File: config.mk
export PLATFORM = sky130hd
export DESIGN_NAME = mux8to1_rr
export DESIGN_NICKNAME = d
export VERILOG_FILES = /design/src/rtl/mux8to1_rr.sv
export SDC_FILE = /design/constraint.sdc
export NUM_CORES = 1
export LEC_CHECK = 0
export ABC_AREA = 0
export BUFFER_PORTS_ARGS = -buffer_cell sky130_fd_sc_hd__buf_2
export CELL_PAD_IN_SITES_DETAIL_PLACEMENT = 1
export CELL_PAD_IN_SITES_GLOBAL_PLACEMENT = 2
export CORE_MARGIN = 4
export CORE_UTILIZATION = 28
export CTS_CLUSTER_DIAMETER = 200
export DETAILED_ROUTE_END_ITERATION = 6
export HOLD_SLACK_MARGIN = 0.06
export PLACE_DENSITY = 0.85
export SYNTH_ARGS = -nofsm -noshare
export SYNTH_HDL_FRONTEND = slang
export SYNTH_SLANG_ARGS = --single-unit
File: constraint.sdc
create_clock -name clk -period 4 [get_ports clk]
set_input_delay 0.4 -clock clk [delete_from_list [all_inputs] [get_ports clk]]
set_output_delay 0.4 -clock clk [all_outputs]
set_load 0.01 [all_outputs]
File: src/rtl/mux8to1_rr.sv
// mux8to1_rr: eight-lane valid/ready merge onto one registered output stream.
// Each output word carries the 3-bit source lane code in sel, which is the
// select code for the downstream demux1to8.
// Optional build macro: MUX8TO1_FIXED_PRIO_EN
//   defined   -> fixed priority grant, lane 0 highest, no rotating pointer
//   undefined -> round-robin grant starting from ptr (default)
module mux8to1_rr #(
  parameter int unsigned WIDTH = 1
) (
  input  logic               clk,
  input  logic               rst,
  input  logic [7:0]         in_valid,
  input  logic [8*WIDTH-1:0] in,
  output logic [7:0]         in_ready,
  output logic               out_valid,
  output logic [WIDTH-1:0]   out,
  output logic [2:0]         sel,
  input  logic               out_ready
);

  typedef enum logic {
    EMPTY = 1'b0,
    FULL  = 1'b1
  } state_e;

  state_e     state;
  logic [2:0] start;
  logic [2:0] grant;
  logic [2:0] idx;
  logic       any_valid;
  logic       load;

`ifdef MUX8TO1_FIXED_PRIO_EN
  // Fixed priority: the search always begins at lane 0.
  assign start = 3'd0;
`else
  logic [2:0] ptr;

  // Round-robin pointer: advances past the granted lane on every load only.
  always_ff @(posedge clk) begin
    if (rst) begin
      ptr <= 3'd0;
    end else if (load) begin
      ptr <= grant + 3'd1;
    end
  end

  assign start = ptr;
`endif

  // Grant: first valid lane at or after start, wrapping mod 8. Scanning from
  // the farthest offset down lets the nearest valid lane win last.
  always_comb begin
    grant = start;
    idx   = 3'd0;
    for (int k = 7; k >= 0; k--) begin
      idx = start + 3'(k);
      if (in_valid[idx]) begin
        grant = idx;
      end
    end
  end

  assign any_valid = |in_valid;
  // A word is taken when the output register is free or being drained this cycle.
  assign load      = ~rst & any_valid & ((state == EMPTY) | out_ready);
  assign in_ready  = load ? (8'b1 << grant) : 8'h00;
  assign out_valid = (state == FULL);

  // Output register state machine; out/sel hold their last values when emptying.
  always_ff @(posedge clk) begin
    if (rst) begin
      state <= EMPTY;
      out   <= '0;
      sel   <= 3'd0;
    end else begin
      case (state)
        EMPTY: begin
          if (load) begin
            state <= FULL;
            out   <= in[32'(grant) * WIDTH +: WIDTH];
            sel   <= grant;
          end
        end
        FULL: begin
          if (load) begin
            state <= FULL;
            out   <= in[32'(grant) * WIDTH +: WIDTH];
            sel   <= grant;
          end else if (out_ready) begin
            state <= EMPTY;
          end
        end
        default: state <= EMPTY;
      endcase
    end
  end

endmodule

==> After elaboration in Yosys (flattened, before gate mapping) <==
Index checks and enable logic that the tools add are counted.
{ "word_totals": {"ff_bits": 8, "output_inout_bits": 13, "in_bits": 19, "elab_cells": 59} }
{ "classes": {"shifts": 2, "n_lt_le_gt_ge": 8, "bitwise": 5, "muxes": 31, "n_addsub": 8, "n_reduce_logical": 1} }
{ "ops": {"columns": ["operator", "count"], "rows": [
  ["$lt A3 B4 Y1 const B", 8],
  ["$mux W3", 9],
  ["$bmux W1 S3", 8],
  ["$add A3 B3 Y3 const B", 4],
  ["$mux W1", 12],
  ["$mux W8", 1],
  ["$reduce_or A8 Y1", 1],
  ["$shiftx A8 B4 Y1", 1],
  ["$shl A1 B3 Y8 const A", 1],
  ["$add A3 B1 Y3 const B", 2],
  ["$add A3 B2 Y3 const B", 2],
  ["$and A1 B1 Y1", 2],
  ["$not A1 Y1", 2],
  ["$pmux W1 S2", 1],
  ["$or A1 B1 Y1", 1]
]} }

==> Depth between registers and ports, before layout <==
Gate-level depths: netlist (run 1).
{ "depth": {"word_depth": 13, "depth_mapped": 16, "mapped_depth_nobuf": 13} }

==> Worst setup path before layout (run 1) <==
OpenSTA, ideal clock, no wires.
{ "synth_timing": {"path_kind": "register to output", "startpoint": "register ptr[0]", "endpoint": "output in_ready[6]", "n_path_buf": 2, "slack_ns": -0.106, "path_stages_with_launch": 14, "t_required_ns": 3.600, "arrival_ns": 3.706, "cell_sequence": "dfxtp_1 -> buf_6 -> clkbuf_1 -> clkinv_1 -> ha_1 -> mux4_2 -> a221oi_2 -> a31o_2 -> a221oi_2 -> a31o_1 -> or4_4 -> a211oi_4 -> and2_1 -> and3b_1"} }
{ "synth_via": {"elab_chain_cells": 13, "word_cells_on_any_way": 33, "classes_between": "add/sub: 7; shift: 1; mux: 25"} }
{ "synth_lines": {"columns": ["element", "line", "rtl"], "rows": [
  ["from (decl)", "37", "logic [2:0] ptr;"],
  ["from (signal assigned)", "44", "ptr <= grant + 3'd1;"],
  ["$add A3 B3 Y3", "57", "idx = start + 3'(k);"],
  ["$bmux W1 S3", "58", "if (in_valid[idx]) begin"],
  ["$mux W1 (not written as such)", "58", null],
  ["$mux W3 (7 in series)", "58", null],
  ["$mux W3 *", "58", null],
  ["$shl A1 B3 Y8 *", "67", "assign in_ready = load ? (8'b1 << grant) : 8'h00;"],
  ["$mux W8 *", "67", null],
  ["to (decl)", "14", "output logic [7:0] in_ready,"]
]} }
Every way passes the cells marked *; elsewhere a longest branch is shown, timed or not. The select of a mux whose other input is x is not followed.

==> Worst setup path in the final report (run 1) <==
Ends and elaborated chain as after synthesis.

==> flow_metrics.env, run 1 <==
export IMPL_p_sw_mw=0.929
export IMPL_combPwrFrac=0.871
export IMPL_wl_um=4290
export IMPL_rows=25
export IMPL_core_area_mm2=0.00479
export IMPL_start_kind="flop"
export IMPL_grt_pass1_vias=1424
export IMPL_setup_worst_path_start="ptr[0]$_SDFFE_PP0P_"
export IMPL_antenna_found_initial=0
export IMPL_io_pins=32
export IMPL_synth_area_mm2=0.00140
export IMPL_grt_pass1_wl_um=6870
export IMPL_reg2reg_slack_ns=0.61
export IMPL_ys_ff_latch=8
export IMPL_min_delay_worst_endpoint="ptr[0]$_SDFFE_PP0P_"
export IMPL_ant_nets=0
export IMPL_area_growth_pct=26.2
export IMPL_outcome="finished, final reports clean"
export IMPL_max_freq_ghz=0.258
export IMPL_fp_dieW_um=78.6
export IMPL_fin_util=0.368
export IMPL_drive_above_1_share=0.335
export IMPL_yosys_most_used_dff="dfxtp_1"
export IMPL_top_layer_used="met4"
export IMPL_met1Wirelength_um=1940
export IMPL_synth_async_reset_ratio=0
export IMPL_cap_violations=0
export IMPL_holdBufCountCts=0
export IMPL_hold_viol=0
export IMPL_cts_root_to_sink_buffers=2
export IMPL_start_util=0.292
export IMPL_drc=0
export IMPL_p_int_mw=0.874
export IMPL_vias=1509
export IMPL_final_common_cell="buf_2"
export IMPL_max_slew_margin=0.528
export IMPL_fin_hold_ws_ns=0.378
export IMPL_leakage_nw=0.735
export IMPL_overflow=0
export IMPL_grt_usage=0.135
export IMPL_setup_violations=0
export IMPL_gp_congestion=0.826
export IMPL_fin_area_mm2=0.00176
export IMPL_drt_wirelength_per_cell_um=15.5
export IMPL_fillerInstances=587
export IMPL_dr_wl_met3_um=228
export IMPL_min_path_type="input port to flop"
export IMPL_ir_worst_vdd_mv=0.467
export IMPL_clkPwrFrac=0.054
export IMPL_die_h_um=78.6
export IMPL_swShare=0.515
export IMPL_worstHoldStart="rst"
export IMPL_cp_max_fo=5
export IMPL_r2r_start="ptr[0]$_SDFFE_PP0P_"
export IMPL_drtPass1Iterations=4
export IMPL_die_area_mm2=0.00618
export IMPL_antenna_cells=0
export IMPL_period_needed_ns=3.88
export IMPL_power_density_mw_per_mm2=1020
export IMPL_power_mw=1.80
export IMPL_tightestPinTransition_ns=0.703
export IMPL_wl_met2_um=2060
export IMPL_post_route_period_util=0.970
export IMPL_fin_skew_ns=0.00151
export IMPL_holdPathStages=2
export IMPL_synth_cell_types=49
export IMPL_required_ns=3.60
export IMPL_syn_num_nets=194
export IMPL_r2r_end="out$_SDFFE_PP0P_"
export IMPL_power_frac_seq=0.075
export IMPL_path_clk_slew_ns=0.04
export IMPL_worstRegToRegCells=13
export IMPL_grt_max_degree=17
export IMPL_portBuffers=31
export IMPL_end_kind="output port"
export IMPL_ys_warn_count=0
export IMPL_worstPathArrival_ns=3.48
export IMPL_synth_area_per_cell_um2=8.11
export IMPL_cts_sinks=8
export IMPL_routed_via_density=5.47
export IMPL_cts_buffers=3
export IMPL_clock_root_buffer="clkbuf_8"
export IMPL_place_area_mm2=0.00164
export IMPL_clock_latency_ns=0.23
export IMPL_final_cells=276
export IMPL_drt_iter0_markers=42
export IMPL_seq_area_frac_synth=0.115
export IMPL_mostFrequentLayoutCells="buf_2, nand2_1, nor2_1, nand3_1"
export IMPL_netlist_instances=172
export IMPL_cts_tree="done"
export IMPL_dp_cells=268
export IMPL_nNetsFinal=233
export IMPL_dp_hpwl_um=3290
export IMPL_synth_edff_count=0
export IMPL_slew_viol_final=0
export IMPL_htreeDepth=1
export IMPL_crit_type="flop to output port"
area by class of cell:
| type | count | area [um2] | share of cell area |
|---|---|---|---|
| multi-input combinational | 145 | 1190 | 0.677 |
| timing repair buffer | 42 | 241 | 0.137 |
| sequential | 8 | 160 | 0.0910 |
| inverter | 11 | 41.3 | 0.0235 |
| tap | 67 | 83.8 | 0.0476 |
| clock buffer | 3 | 41.3 | 0.0235 |
cell usage after synthesis (all sizes together) (4+ instances only):
cell / count / area (um2)
buf: 5 / 30.0
a21oi: 4 / 20.0
o21ai: 4 / 20.0
o2111ai: 4 / 35.0
nand3: 12 / 60.1
nand2: 17 / 63.8
mux4: 8 / 188
mux2i: 10 / 100
and2: 5 / 31.3
inv: 10 / 37.5
nor2: 13 / 48.8
mux2: 6 / 67.6
a31o: 4 / 35.0
a22oi: 8 / 60.1
dfxtp: 8 / 160
o211ai: 4 / 30.0
timing repair:
item | CTS | global route
cloned | 0 | 0
resized for setup | 2 | 6
endpoints found under the setup margin | 2 | 8
pin swaps | 1 | 2
buffers inserted | 0 | 5
flip-flops by register name, summed over array words and instances, names as in the netlist:
| name | flops |
|---|---|
| out_valid | 1 |
| sel | 3 |
| ptr | 3 |
| out | 1 |
routing by layer:
layer  vias to the layer above  global-route usage
li1                        739                   -
met4                         0              0.0280
met2                        39               0.222
met5                         -                   0
met1                       724               0.186
met3                         7              0.0206
critical path, cell delays in order (launching register included):
cell and delay [ns]:
dfxtp_1 0.35, clkinv_1 0.13, ha_4 0.32, mux4_2 0.36
a221oi_2 0.28, a31o_2 0.15, a221oi_2 0.06, a31o_1 0.20
or4_4 0.53, a211oi_4 0.36, and2_4 0.22, and3b_1 0.16
buf_2 0.12
how the worst max path moves through the flow:
| stage | end | slack, ns | cells after the start |
|---|---|---|---|
| 2_1_floorplan | in_ready[6] | 0.06 | 13 |
| 3_3_place_gp | in_ready[7] | 0.28 | 12 |
| 3_5_place_dp | in_ready[7] | 0.26 | 12 |
| 4_1_cts | in_ready[6] | 0.01 | 12 |
| 5_1_grt | in_ready[7] | -0.04 | 13 |
| 6_report | in_ready[6] | 0.12 | 12 |
kinds of logic (layout without fill, tap and decap cells):
| logic type | count (synthesis) | in the layout | synth area share |
|---|---|---|---|
| flip-flops | 8 | 8 | 0.115 |
| adder cells (fa/ha/maj) | 3 | 3 | 0.0269 |
| buffers and inverters | 19 | 56 | 0.0592 |
| XOR/XNOR | 6 | 6 | 0.0377 |
| AO/OA/AOI/OAI | 46 | 46 | 0.264 |
| AND/OR/NAND/NOR | 66 | 66 | 0.243 |
| multiplexers | 24 | 24 | 0.255 |
power groups by stage:
stage / logic, mW / clock network, mW / registers (mW)
2_1_floorplan: 1.08 / 0 / 0.136
3_3_place_gp: 1.42 / 0 / 0.134
3_5_place_dp: 1.44 / 0 / 0.135
4_1_cts: 1.46 / 0.103 / 0.134
5_1_grt: 1.74 / 0.108 / 0.139
6_report: 1.57 / 0.0981 / 0.135
per-stage QoR:
| stage | TNS, ns | worst slack [ns] |
|---|---|---|
| after global routing | -0.0920 | -0.0376 |
| final | 0 | 0.120 |
| after detailed placement | 0 | 0.256 |
| after CTS | 0 | 0.0148 |
| after global placement | 0 | 0.283 |
| after floorplan | 0 | 0.0632 |
No activity file was read; power rests on OpenSTA's default activity.
==> inputs of run 2 (changes only) <==
- SETUP_SLACK_MARGIN: default -> 0.3
==> run 2 against run 1 <==
Compared with the run above: critical path depth stayed put; via count is 3.1% higher; first-iteration DRC count is 52% higher; register-to-register slack better by 0.06 ns; sequential power is 7% higher; hold slack better by 0.0080 ns; final cell count is 4.3% higher; combinational power is 8% higher.
==> flow_metrics.env, run 2 (same netlist as run 1, synthesis figures left out) <==
export IMPL_power_mw=1.94
export IMPL_cp_endpoint="in_ready[6]"
export IMPL_end_kind="output port"
export IMPL_ir_worst_vdd_mv=0.414
export IMPL_rows=25
export IMPL_antenna_found_initial=0
export IMPL_period_needed_ns=3.71
export IMPL_gp_congestion=0.801
export IMPL_core_area_mm2=0.00479
export IMPL_p_sw_mw=0.960
export IMPL_dp_hpwl_um=3230
export IMPL_io_pins=32
export IMPL_path_clk_slew_ns=0.04
export IMPL_setup_violations=0
export IMPL_rsz0062_at_grt="yes"
export IMPL_portBuffers=31
export IMPL_drt_iter0_markers=64
export IMPL_holdPathStages=2
export IMPL_start_util=0.292
export IMPL_grt_pass1_wl_um=7540
export IMPL_use_met1=0.190
export IMPL_worstRegToRegCells=14
export IMPL_cts_root_to_sink_buffers=2
export IMPL_cts_buffers=3
export IMPL_die_area_mm2=0.00618
export IMPL_fp_dieW_um=78.6
export IMPL_crit_type="flop to output port"
export IMPL_max_slew_margin=0.355
export IMPL_grt_usage=0.149
export IMPL_drive_above_1_share=0.412
export IMPL_cp_max_fo=4
export IMPL_clock_root_buffer="clkbuf_8"
export IMPL_cts_tree="done"
export IMPL_worstPathArrival_ns=3.31
export IMPL_antenna_cells=0
export IMPL_htreeDepth=1
export IMPL_grt_max_degree=18
export IMPL_final_common_cell="buf_2"
export IMPL_max_freq_ghz=0.270
export IMPL_drtPass1Iterations=4
export IMPL_reg_top3="ptr: 3 flops, sel: 3 flops"
export IMPL_routed_via_density=5.40
export IMPL_global_route_usage_met2=0.260
export IMPL_overflow=0
export IMPL_power_frac_seq=0.075
export IMPL_leakage_nw=0.789
export IMPL_nNetsFinal=245
export IMPL_grt_pass1_vias=1619
export IMPL_cap_violations=0
export IMPL_setup_tns_ns=0
export IMPL_drt_wirelength_per_cell_um=15.7
export IMPL_swShare=0.495
export IMPL_outcome="finished, final reports clean"
export IMPL_r2r_start="ptr[0]$_SDFFE_PP0P_"
export IMPL_clock_latency_ns=0.24
export IMPL_hold_viol=0
export IMPL_die_h_um=78.6
export IMPL_cts_sinks=8
export IMPL_reg2reg_slack_ns=0.67
export IMPL_drc=0
export IMPL_post_route_period_util=0.926
export IMPL_clkPwrFrac=0.053
export IMPL_grt_busiest_layer="met2"
export IMPL_vias=1556
export IMPL_p_int_mw=0.979
export IMPL_r2r_end="out$_SDFFE_PP0P_"
export IMPL_fin_util=0.391
export IMPL_min_path_type="input port to flop"
export IMPL_start_kind="flop"
export IMPL_wl_um=4520
export IMPL_use_met3=0.0183
export IMPL_required_ns=3.60
export IMPL_slew_viol_final=0
export IMPL_ant_nets=0
export IMPL_setup_worst_path_start="ptr[0]$_SDFFE_PP0P_"
export IMPL_area_growth_pct=34.2
export IMPL_fin_skew_ns=0.00183
export IMPL_combPwrFrac=0.872
export IMPL_mostFrequentLayoutCells="buf_2, buf_4, nand2_1, nor2_1, nand3_1"
export IMPL_tightestPinTransition_ns=0.960
export IMPL_power_density_mw_per_mm2=1040
[run 2: repair_timing]
action | 4_1_cts | 5_1_grt
endpoints found under the hold margin | 0 | 0
endpoints found under the setup margin | 8 | 8
buffers inserted | 9 | 5
pin swaps | 3 | 3
resized for setup | 6 | 10
hold buffers | 0 | 0
gates cloned | 0 | 0
[run 2: area by class of cell]
cell class / instances / area [um2]
Timing Repair Buffer: 54 / 335
Sequential cell: 8 / 165
Tap cell: 67 / 83.8
Clock buffer: 3 / 41.3
Multi-Input combinational cell: 145 / 1200
Inverter: 11 / 46.3
Fill cell: 599 / 2910
[run 2: critical path, cell delays in order, from the launching register on]
cell      delay, ns
dfxtp_4        0.36
clkinv_4       0.06
ha_4           0.28
mux4_2         0.34
a21oi_1        0.24
a31o_2         0.21
a221oi_2       0.06
a31o_1         0.20
or4_4          0.53
a211oi_4       0.30
and2_4         0.21
and3b_1        0.15
buf_2          0.12
[run 2: power groups by stage]
stage,Sequential (mW),Combinational [mW],Clock (mW)
2_1_floorplan,0.136,1.12,0
3_3_place_gp,0.139,1.48,0
3_5_place_dp,0.139,1.49,0
4_1_cts,0.144,1.58,0.104
5_1_grt,0.151,1.86,0.107
6_report,0.145,1.69,0.103
[run 2: metal layers]
metal,share of wire,vias to the layer above
met5,0,-
met4,0.016,0
met3,0.036,7
met2,0.49,30
met1,0.46,762
li1,-,757
[run 2: stage by stage]
stage	instance area [um2]	cells	setup slack, ns	hold WS, ns
finish	1870	288	0.294	0.386
global route	1870	288	0.151	0.415
CTS	1800	283	0.314	0.384
detailed placement	1680	271	0.229	0.467
global placement	1680	271	0.288	0.451
floorplan	1430	172	0.332	0.472
[run 2: how the worst min path moves through the flow]
stage                                 endpoint                start
after detailed placement   sel[0]$_SDFFE_PP0P_  sel[0]$_SDFFE_PP0P_
after floorplan           out_valid$_SDFF_PP0_                  rst
after CTS                  ptr[0]$_SDFFE_PP0P_                  rst
after global routing       ptr[0]$_SDFFE_PP0P_                  rst
final                      ptr[0]$_SDFFE_PP0P_                  rst
after global placement     sel[0]$_SDFFE_PP0P_  sel[0]$_SDFFE_PP0P_
